==> config.mk <==
export PLATFORM = sky130hd
export DESIGN_NAME = fetch_queue_flat
export DESIGN_NICKNAME = d
export VERILOG_FILES = /design/src/rtl/fetch_pkg.sv /design/src/rtl/fetch_queue_if.sv /design/src/rtl/inst_fifo.sv /design/src/rtl/fetch_queue.sv /design/src/flat_wrapper.sv
export SDC_FILE = /design/constraint.sdc
export NUM_CORES = 1
export LEC_CHECK = 0
export BUFFER_PORTS_ARGS = -buffer_cell sky130_fd_sc_hd__clkbuf_2
export CORE_MARGIN = 5
export CORE_UTILIZATION = 30
export CTS_CLUSTER_SIZE = 10
export DETAILED_ROUTE_END_ITERATION = 12
export PLACE_DENSITY_LB_ADDON = 0.15
export SLEW_MARGIN = 20
export SYNTH_ARGS = -nofsm -noshare
export SYNTH_HDL_FRONTEND = slang
export SYNTH_SLANG_ARGS = --single-unit
==> constraint.sdc <==
create_clock -name clk -period 3.55 [get_ports clk]
set_input_delay 0 -clock clk [delete_from_list [all_inputs] [get_ports clk]]
set_output_delay 0 -clock clk [all_outputs]
set_load 0.005 [all_outputs]
==> src/rtl/fetch_pkg.sv <==
// Shared types and defaults for the instruction fetch queue.
package fetch_pkg;

    localparam int unsigned DefWidth = 16;
    localparam int unsigned DefDepth = 4;
    // Instruction shown to decode while the queue is empty.
    localparam logic [15:0] NopInst = 16'h0800;

    typedef enum logic [1:0] {
        StIdle    = 2'd0,
        StReq     = 2'd1,
        StDiscard = 2'd2,
        StFault   = 2'd3
    } fetch_state_e;

endpackage

==> src/rtl/fetch_queue_if.sv <==
// I-cache request/response bus between the fetch queue and the cache.
interface fetch_queue_if
    import fetch_pkg::*;
#(
    parameter int unsigned WIDTH = DefWidth
) ();

    logic             mem_rd;
    logic [WIDTH-1:0] mem_addr;
    logic             mem_stall;
    logic             mem_done;
    logic [WIDTH-1:0] mem_data;
    logic             mem_err;

    // Fetch side issues requests.
    modport master (
        output mem_rd,
        output mem_addr,
        input  mem_stall,
        input  mem_done,
        input  mem_data,
        input  mem_err
    );

    // Cache side answers them.
    modport slave (
        input  mem_rd,
        input  mem_addr,
        output mem_stall,
        output mem_done,
        output mem_data,
        output mem_err
    );

endinterface

==> src/rtl/inst_fifo.sv <==
// Circular instruction buffer holding {inst, pc_inc} pairs, with synchronous flush.
module inst_fifo #(
    parameter int unsigned WIDTH = 16,
    parameter int unsigned DEPTH = 4
) (
    input  logic                         clk,
    input  logic                         rst,
    input  logic                         flush_i,
    input  logic                         push_i,
    input  logic                         pop_i,
    input  logic [WIDTH-1:0]             inst_i,
    input  logic [WIDTH-1:0]             pc_inc_i,
    output logic [WIDTH-1:0]             inst_o,
    output logic [WIDTH-1:0]             pc_inc_o,
    output logic [$clog2(DEPTH+1)-1:0]   count_o,
    output logic                         empty_o,
    output logic                         full_o
);

    localparam int unsigned PtrW = $clog2(DEPTH);
    localparam int unsigned CntW = $clog2(DEPTH+1);

    logic [WIDTH-1:0] inst_mem_q [DEPTH];
    logic [WIDTH-1:0] inst_mem_d [DEPTH];
    logic [WIDTH-1:0] pc_mem_q   [DEPTH];
    logic [WIDTH-1:0] pc_mem_d   [DEPTH];
    logic [PtrW-1:0]  wr_ptr_q, wr_ptr_d;
    logic [PtrW-1:0]  rd_ptr_q, rd_ptr_d;
    logic [CntW-1:0]  count_q, count_d;
    logic             push_ok, pop_ok;

    assign empty_o  = (count_q == '0);
    assign full_o   = (count_q == CntW'(DEPTH));
    assign count_o  = count_q;
    assign inst_o   = inst_mem_q[rd_ptr_q];
    assign pc_inc_o = pc_mem_q[rd_ptr_q];

    // Next-state for storage, pointers and occupancy; pointers wrap since DEPTH is 2^n.
    always_comb begin
        push_ok    = push_i && !full_o;
        pop_ok     = pop_i && !empty_o;
        inst_mem_d = inst_mem_q;
        pc_mem_d   = pc_mem_q;
        wr_ptr_d   = wr_ptr_q;
        rd_ptr_d   = rd_ptr_q;
        count_d    = count_q;
        if (flush_i) begin
            wr_ptr_d = '0;
            rd_ptr_d = '0;
            count_d  = '0;
        end else begin
            if (push_ok) begin
                inst_mem_d[wr_ptr_q] = inst_i;
                pc_mem_d[wr_ptr_q]   = pc_inc_i;
                wr_ptr_d             = wr_ptr_q + PtrW'(1);
            end
            if (pop_ok) begin
                rd_ptr_d = rd_ptr_q + PtrW'(1);
            end
            if (push_ok && !pop_ok) begin
                count_d = count_q + CntW'(1);
            end else if (!push_ok && pop_ok) begin
                count_d = count_q - CntW'(1);
            end
        end
    end

    // Register state with synchronous reset.
    always_ff @(posedge clk) begin
        if (rst) begin
            inst_mem_q <= '{default: '0};
            pc_mem_q   <= '{default: '0};
            wr_ptr_q   <= '0;
            rd_ptr_q   <= '0;
            count_q    <= '0;
        end else begin
            inst_mem_q <= inst_mem_d;
            pc_mem_q   <= pc_mem_d;
            wr_ptr_q   <= wr_ptr_d;
            rd_ptr_q   <= rd_ptr_d;
            count_q    <= count_d;
        end
    end

endmodule

==> src/rtl/fetch_queue.sv <==
// Instruction fetch front end: one-outstanding I-cache requester feeding a small queue.
module fetch_queue
    import fetch_pkg::*;
#(
    parameter int unsigned      WIDTH    = DefWidth,
    parameter int unsigned      DEPTH    = DefDepth,
    parameter logic [WIDTH-1:0] NOP_INST = WIDTH'(NopInst)
) (
    input  logic                       clk,
    input  logic                       rst,
    input  logic                       redirect,
    input  logic [WIDTH-1:0]           redirect_pc,
    input  logic                       halt,
    fetch_queue_if.master              mem,
    input  logic                       dec_ready,
    output logic [WIDTH-1:0]           inst,
    output logic [WIDTH-1:0]           inst_pc_inc,
    output logic                       inst_valid,
    output logic [$clog2(DEPTH+1)-1:0] count,
    output logic                       err
);

    localparam int unsigned CntW = $clog2(DEPTH+1);

    fetch_state_e     state_q, state_d;
    logic [WIDTH-1:0] fpc_q, fpc_d;
    logic             err_q, err_d;
    logic             mem_rd_q, mem_rd_d;
    logic             push, pop, flush;
    logic [WIDTH-1:0] fpc_inc;
    logic [WIDTH-1:0] head_inst, head_pc_inc;
    logic             fifo_empty, fifo_full;
    logic [CntW-1:0]  fifo_count;

    // Wraps modulo 2^WIDTH by construction.
    assign fpc_inc = fpc_q + WIDTH'(2);

    // Next-state: redirect outranks push/pop; FAULT only drains.
    always_comb begin
        state_d = state_q;
        fpc_d   = fpc_q;
        err_d   = err_q;
        push    = 1'b0;
        flush   = 1'b0;
        pop     = !fifo_empty && dec_ready && (!redirect || state_q == StFault);
        if (state_q != StFault && redirect) begin
            flush = 1'b1;
            if (redirect_pc[0]) begin
                err_d   = 1'b1;
                state_d = StFault;
            end else begin
                fpc_d = redirect_pc;
                // A request still in flight must be absorbed before issuing a new one.
                if ((state_q == StReq || state_q == StDiscard) && !mem.mem_done) begin
                    state_d = StDiscard;
                end else begin
                    state_d = StIdle;
                end
            end
        end else begin
            unique case (state_q)
                StIdle: begin
                    if (fifo_count < CntW'(DEPTH) && !halt) begin
                        state_d = StReq;
                    end
                end
                StReq: begin
                    if (mem.mem_done) begin
                        if (mem.mem_err) begin
                            err_d   = 1'b1;
                            state_d = StFault;
                        end else begin
                            push    = 1'b1;
                            fpc_d   = fpc_inc;
                            state_d = StIdle;
                        end
                    end
                end
                StDiscard: begin
                    if (mem.mem_done) begin
                        state_d = StIdle;
                    end
                end
                StFault: begin
                    state_d = StFault;
                end
                default: begin
                    state_d = StIdle;
                end
            endcase
        end
        mem_rd_d = (state_d == StReq) || (state_d == StDiscard);
    end

    // Register FSM state and outputs with synchronous reset.
    always_ff @(posedge clk) begin
        if (rst) begin
            state_q  <= StIdle;
            fpc_q    <= '0;
            err_q    <= 1'b0;
            mem_rd_q <= 1'b0;
        end else begin
            state_q  <= state_d;
            fpc_q    <= fpc_d;
            err_q    <= err_d;
            mem_rd_q <= mem_rd_d;
        end
    end

    inst_fifo #(
        .WIDTH (WIDTH),
        .DEPTH (DEPTH)
    ) u_inst_fifo (
        .clk      (clk),
        .rst      (rst),
        .flush_i  (flush),
        .push_i   (push),
        .pop_i    (pop),
        .inst_i   (mem.mem_data),
        .pc_inc_i (fpc_inc),
        .inst_o   (head_inst),
        .pc_inc_o (head_pc_inc),
        .count_o  (fifo_count),
        .empty_o  (fifo_empty),
        .full_o   (fifo_full)
    );

    assign mem.mem_rd   = mem_rd_q;
    assign mem.mem_addr = fpc_q;
    assign inst_valid   = !fifo_empty;
    assign inst         = fifo_empty ? NOP_INST : head_inst;
    assign inst_pc_inc  = fifo_empty ? '0 : head_pc_inc;
    assign count        = fifo_count;
    assign err          = err_q;

endmodule

==> src/flat_wrapper.sv <==
// flat-port wrapper written by rule: the top's interface ports become plain ports
module fetch_queue_flat import fetch_pkg::*;
#(
    parameter int unsigned      WIDTH    = DefWidth,
    parameter int unsigned      DEPTH    = DefDepth,
    parameter logic [WIDTH-1:0] NOP_INST = WIDTH'(NopInst)
)
  (clk, rst, redirect, redirect_pc, halt, dec_ready, inst, inst_pc_inc, inst_valid, count, err, mem_mem_rd, mem_mem_addr, mem_mem_stall, mem_mem_done, mem_mem_data, mem_mem_err);
  fetch_queue_if #(.WIDTH(WIDTH)) mem_i ();
  input  logic clk;
  input  logic rst;
  input  logic redirect;
  input  logic [WIDTH-1:0] redirect_pc;
  input  logic halt;
  input  logic dec_ready;
  output logic [WIDTH-1:0] inst;
  output logic [WIDTH-1:0] inst_pc_inc;
  output logic inst_valid;
  output logic [$clog2(DEPTH+1)-1:0] count;
  output logic err;
  output wire logic [$bits(mem_i.mem_rd)-1:0] mem_mem_rd;
  output wire logic [$bits(mem_i.mem_addr)-1:0] mem_mem_addr;
  input wire logic [$bits(mem_i.mem_stall)-1:0] mem_mem_stall;
  input wire logic [$bits(mem_i.mem_done)-1:0] mem_mem_done;
  input wire logic [$bits(mem_i.mem_data)-1:0] mem_mem_data;
  input wire logic [$bits(mem_i.mem_err)-1:0] mem_mem_err;
  assign mem_mem_rd = mem_i.mem_rd;
  assign mem_mem_addr = mem_i.mem_addr;
  assign mem_i.mem_stall = mem_mem_stall;
  assign mem_i.mem_done = mem_mem_done;
  assign mem_i.mem_data = mem_mem_data;
  assign mem_i.mem_err = mem_mem_err;
  fetch_queue #(.WIDTH(WIDTH), .DEPTH(DEPTH), .NOP_INST(NOP_INST)) u_core (.clk(clk), .rst(rst), .redirect(redirect), .redirect_pc(redirect_pc), .halt(halt), .mem(mem_i), .dec_ready(dec_ready), .inst(inst), .inst_pc_inc(inst_pc_inc), .inst_valid(inst_valid), .count(count), .err(err));
endmodule
==> reports/qor.yml, run 1 <==
power_frac_comb: 0.069
arrival_ns: 3.10
grt_pass1_wl_um: 30800
outcome: "finished, final reports clean"
gp_congestion: 0.748
holdPathEnd: "u_core.mem.mem_addr[14]"
dp_hpwl_um: 12000
cts_tree: "yes"
vias: 5719
start_util: 0.301
rsz0062_at_grt: "false"
clock-sinks: 150
p_switching_uw: 904
synth-edff-count: 0
hold_viol: 0
min_from: "redirect_pc[14]"
post-cts-setup-buffers: 0
hp-class: "input pin to flip-flop"
use_met2: 0.231
layout_min_cycle_time_ns: 2.74
crit_required_ns: 3.90
io_buffers: 90
tightestPinTransition_ns: 0.854
async_flop_share: 0
worstReg2RegEnd: "u_core.u_inst_fifo.count_o[2]"
fin_worst_skew_ns: 0.0106
busiest_layer: "met2"
antenna_found_initial: 0
numCtsBuffers: 17
root_buffer: "clkbuf_16"
die_h_um: 163
syn_avg_cell_area_um2: 9.06
cts_max_path_buffers: 2
critPathKind: "flip-flop to flip-flop"
ys_seq_area_frac: 0.429
layout_common_cells: "151 x nand2_1, 149 x dfxtp_1, 89 x clkbuf_2"
seq_power_share: 0.443
layout-drive-gt1-share: 0.205
start_kind: "flip-flop"
final_cells: 1198
io_pins: 94
ir_drop_mv: 0.334
drt_iter0_drc: 245
dieArea_um2: 26500
crit_path_end_kind: "flip-flop"
grt_pass1_vias: 5547
synth_ff_type: "dfxtp_1"
power.density_nw_per_um2: 460
max_clock_freq_ghz: 0.364
fin_nets: 917
hold_path_depth: 4
antenna_cells: 0
die_w_um: 163
syn_to_final_growth_pct: 21.6
routed_wl_um: 19300
clk_latency_ns: 0.42
relSlewSlack: 0.431
drcViolationCount: 0
htreeDepth: 4
gr-usage-met3: 0.0339
clkPwrFrac: 0.488
track_usage: 0.147
drv_cap: 0
holdWs_ns: 0.0531
netlist_area_um2: 7010
setup_viol: 0
antenna_left: 0
overflow: 0
grt_max_degree: 73
num_rows: 56
vias_per_cell: 4.77
setup_ws_ns: 0.806
dp_slack_ns: 0.823
yosys_warnings: 0
r2r_cells: 9
crit_fanout: 13
sw_frac_of_total: 0.231
ys_ff_latch: 150
p_leak_uw: 0.00295
rrSetupSlack_ns: 0.81
core_um2: 23300
dr.pass1.iters: 5
routedWlPerCell_um: 16.1
final_core_util: 0.366
synth.distinct_cells: 56
drv_slew: 0
gr-usage-met1: 0.206
period_share: 0.773
final_common_cell: "nand2_1"
path_clk_slew_ns: 0.06
internal_power_uw: 3010
r2r_start: "u_core.state_q[0]"
netlist_instances: 773
tns_ns: 0
dp.cells: 1131
==> critical path, stage by stage (launching register included) <==
cell and delay, ns:
dfxtp_1 0.38, ha_1 0.24, nand2b_1 0.45, and3_1 0.32, ha_1 0.21, inv_1 0.07
fa_1 0.39, xor2_1 0.18, or3_1 0.30, a21oi_1 0.14
==> state kept, by name, indices dropped and copies added, names as in the netlist <==
| signal | cells |
|---|---|
| u_core.u_inst_fifo.rd_ptr_q | 2 |
| u_core.mem.mem_rd | 1 |
| u_core.u_inst_fifo.count_o | 3 |
| u_core.state_q | 2 |
| u_core.u_inst_fifo.pc_mem_q | 60 |
| u_core.u_inst_fifo.inst_mem_q | 64 |
| u_core.mem.mem_addr | 15 |
| u_core.err | 1 |
| u_core.u_inst_fifo.wr_ptr_q | 2 |
==> final cells by class <==
class	instances	area, um2
Timing Repair Buffer	137	906
Tap cell	319	399
Inverter	12	45.0
Clock buffer	18	439
Multi-Input combinational cell	548	3550
Clock inverter	14	183
Sequential cell	150	3000
Fill cell	2475	14700
==> cells in the mapped netlist, drive strengths merged (4+ instances only) <==
| cell type | instances | area, um2 |
|---|---|---|
| clkbuf | 27 | 101 |
| dfxtp | 150 | 3000 |
| buf | 37 | 314 |
| xnor2 | 8 | 70.1 |
| nand3 | 7 | 40.0 |
| o21ai | 13 | 65.1 |
| nor2 | 78 | 293 |
| ha | 10 | 125 |
| nand4 | 8 | 62.6 |
| and4 | 4 | 45.0 |
| mux4 | 31 | 698 |
| inv | 11 | 41.3 |
| a21oi | 81 | 409 |
| and2 | 38 | 238 |
| nor4 | 4 | 31.3 |
| nor3 | 4 | 20.0 |
| a211oi | 55 | 428 |
| xor2 | 5 | 43.8 |
| a311o | 4 | 40.0 |
| or3 | 5 | 31.3 |
| nand2 | 151 | 567 |
| nand2b | 5 | 31.3 |
==> timing repair <==
action                    4_1_cts  5_1_grt
hold endpoints to repair       86        0
hold buffers                   35        0
gates resized for setup         0        0
==> per-stage QoR <==
stage          total power, uW  cell area [um2]
6_report                  3920             8520
4_1_cts                   3970             8520
3_5_place_dp              2010             7550
5_1_grt                   4070             8520
2_1_floorplan             1920             7010
3_3_place_gp              2010             7550
==> power groups by stage <==
stage | registers [uW] | logic [uW] | clock network (uW)
after CTS | 1730 | 274 | 1960
after global routing | 1740 | 301 | 2030
final | 1730 | 272 | 1910
after detailed placement | 1770 | 242 | 0
after floorplan | 1760 | 155 | 0
after global placement | 1770 | 242 | 0
==> layer usage <==
metal	up-vias	share of wire
li1	2882	-
met1	2715	0.51
met2	108	0.45
met3	14	0.035
met4	0	0.0084
met5	-	0
==> logic make-up after synthesis <==
kind of cell	synth area share
simple gates	0.205
compound gates	0.159
flops	0.429
buf+inv	0.0657
mux	0.104
xor+xnor	0.0163
fa+ha+maj	0.0207
other cells	0.000535
==> worst max path at each step <==
stage                 startpoint                       endpoint  slack, ns  cells after the start
5_1_grt        u_core.state_q[0]  u_core.u_inst_fifo.count_o[2]       0.62                      9
2_1_floorplan  u_core.state_q[1]  u_core.u_inst_fifo.count_o[2]       1.05                     12
6_report       u_core.state_q[0]  u_core.u_inst_fifo.count_o[2]       0.81                      9
3_5_place_dp   u_core.state_q[0]  u_core.u_inst_fifo.count_o[2]       0.82                      9
4_1_cts        u_core.state_q[0]  u_core.u_inst_fifo.count_o[2]       0.79                      9
3_3_place_gp   u_core.state_q[1]  u_core.u_inst_fifo.count_o[2]       0.90                     10
No activity file was read; power rests on OpenSTA's default activity.
==> inputs of run 2 (changes only) <==
==> constraint.sdc (replaced) <==
create_clock -name clk -period 2.71 [get_ports clk]
set_input_delay 0 -clock clk [delete_from_list [all_inputs] [get_ports clk]]
set_output_delay 0 -clock clk [all_outputs]
set_load 0.005 [all_outputs]
==> run 2 against run 1 <==
  * Via count fell by 1.2%
  * Register-to-register slack got worse by 0.49 ns
  * Final cell count rose by 0.17%
  * Non-clock buffer count rose by 2
  * Sequential share of layout area fell by 0.24 points
  * Combinational power rose by 31%
  * Sequential power rose by 31%
  * Final area rose by 0.68%
  * First-iteration DRC count rose by 9.0%
  * Maximum frequency rose by 15%
  * Core utilization rose by 0.25 points
  * Clock skew rose by 0.00084 ns
  * Largest cell class unchanged
  * Highest routed layer unchanged
==> reports/qor.yml, run 2 (synthesis gave the netlist of run 1 again) <==
outcome: "finished, final reports clean"  # unchanged
crit_fanout: 11  # was 13
drv_slew: 0  # unchanged
regMostFlops: "u_core.u_inst_fifo.inst_mem_q"  # unchanged
gp_congestion: 0.723  # was 0.748
htreeDepth: 4  # unchanged
cts_tree: "yes"  # unchanged
max_clock_freq_ghz: 0.417  # was 0.364 GHz
track_usage: 0.145  # was 0.147
tns_ns: 0  # unchanged
root_buffer: "clkbuf_16"  # unchanged
drcViolationCount: 0  # unchanged
power.density_nw_per_um2: 604  # was 460 nW/um2
fin_nets: 919  # was 917
antenna_cells: 0  # unchanged
overflow: 0  # unchanged
critPathKind: "flip-flop to flip-flop"  # unchanged
syn_to_final_growth_pct: 22.5  # was 21.6%
tightestPinTransition_ns: 0.730  # was 0.854 ns
path_clk_slew_ns: 0.06  # about the same
io_buffers: 90  # unchanged
ir_drop_mv: 0.339  # was 0.334 mV
p_leak_uw: 0.00298  # was 0.00295 uW
dieArea_um2: 26500  # unchanged
die_h_um: 163  # unchanged
antenna_left: 0  # unchanged
core_um2: 23300  # unchanged
routedWlPerCell_um: 15.6  # was 16.1 um
io_pins: 94  # unchanged
place_area_um2: 7630  # was 7550 um2
crit_required_ns: 3.06  # was 3.90 ns
crit_path_end_kind: "flip-flop"  # unchanged
period_share: 0.884  # was 0.773
num_rows: 56  # unchanged
hp-class: "input pin to flip-flop"  # unchanged
grt_max_degree: 141  # was 73
post-route-cell-area_um2: 8580  # was 8520 um2
setup_viol: 0  # unchanged
multiInputGateArea_um2: 3550  # unchanged
clk_latency_ns: 0.42  # about the same
layout_common_cells: "151 x nand2_1, 149 x dfxtp_1, 89 x clkbuf_2"  # unchanged
layout-drive-gt1-share: 0.210  # was 0.205
p_total_uw: 5180  # was 3920 uW
ctsResizeCount: 0  # unchanged
start_kind: "flip-flop"  # unchanged
clock-sinks: 150  # unchanged
largest_register_ff_count: 64  # unchanged
hold_viol: 0  # unchanged
vias: 5652  # was 5719
relSlewSlack: 0.510  # was 0.431
grt_pass1_vias: 5559  # was 5547
seq_area_um2: 3000  # unchanged
post-cts-setup-buffers: 0  # unchanged
cts_max_path_buffers: 2  # unchanged
drt_iter0_drc: 267  # was 245
final_common_cell: "nand2_1"  # unchanged
vias_per_cell: 4.71  # was 4.77
fill_cells: 2478  # was 2475
routed_wl_um: 18700  # was 19300 um
grt_pass1_wl_um: 30600  # was 30800 um
antenna_found_initial: 0  # unchanged
hold_buffers: 31  # was 35
layout_min_cycle_time_ns: 2.40  # was 2.74 ns
numCtsBuffers: 17  # unchanged
rsz0062_at_grt: "false"  # unchanged
start_util: 0.301  # unchanged
dp_hpwl_um: 11900  # was 12000 um
dr.pass1.iters: 4  # was 5
drv_cap: 0  # unchanged
die_w_um: 163  # unchanged
fin_worst_skew_ns: 0.0114  # was 0.0106 ns
arrival_ns: 2.75  # was 3.10 ns
==> run 2: path summary, 6_finish.rpt <==
check / startpoint / endpoint / slack (ns) / cells past startpoint
worst max-delay path: u_core.state_q[0] / u_core.u_inst_fifo.count_o[2] / 0.31 / 10
worst min-delay path: mem_mem_done / u_core.state_q[1] / 0.02 / 4
worst max register to register: u_core.state_q[0] / u_core.u_inst_fifo.count_o[2] / 0.31 / 10
worst min register to register: u_core.u_inst_fifo.inst_mem_q[22] / u_core.u_inst_fifo.inst_mem_q[22] / 0.45 / 2
==> run 2: final cells by class <==
type / count / share of cell area
Tap cell: 319 / 0.0465
Multi-Input combinational cell: 548 / 0.413
Sequential cell: 150 / 0.350
Clock buffer: 18 / 0.0500
Clock inverter: 14 / 0.0242
Inverter: 12 / 0.00525
Timing Repair Buffer: 139 / 0.111
==> run 2: layer usage <==
metal	vias to the layer above	track usage	part of all wire
met4	0	0.0393	0.0073
li1	2892	-	-
met1	2653	0.204	0.49
met5	-	0	0
met2	98	0.226	0.46
met3	9	0.0321	0.043
==> run 2: per-stage QoR <==
step | setup slack (ns) | cells | hold slack [ns] | util
after detailed placement | 0.352 | 1137 | 0.251 | 0.328
after global routing | 0.172 | 1200 | 0.0452 | 0.369
after CTS | 0.318 | 1200 | 0.00430 | 0.369
after floorplan | 0.210 | 774 | 0.136 | -
after global placement | 0.346 | 1137 | 0.255 | 0.328
final | 0.314 | 1200 | 0.0206 | 0.369
==> run 2: critical path, stage by stage (launching register included) <==
cell and delay, ns:
dfxtp_1 0.34, ha_1 0.24, nand2b_1 0.18, buf_4 0.18, nand3_1 0.12, ha_1 0.20
inv_1 0.06, fa_1 0.37, xor2_1 0.18, or3_1 0.31, a21oi_1 0.14
==> run 2: power breakdown <==
| part | leakage, uW | internal, uW | total [uW] | switching [uW] |
|---|---|---|---|---|
| Combinational | 0.00146 | 154 | 357 | 203 |
| Clock | 0.000309 | 1630 | 2550 | 925 |
| Sequential | 0.00121 | 2240 | 2270 | 32.3 |
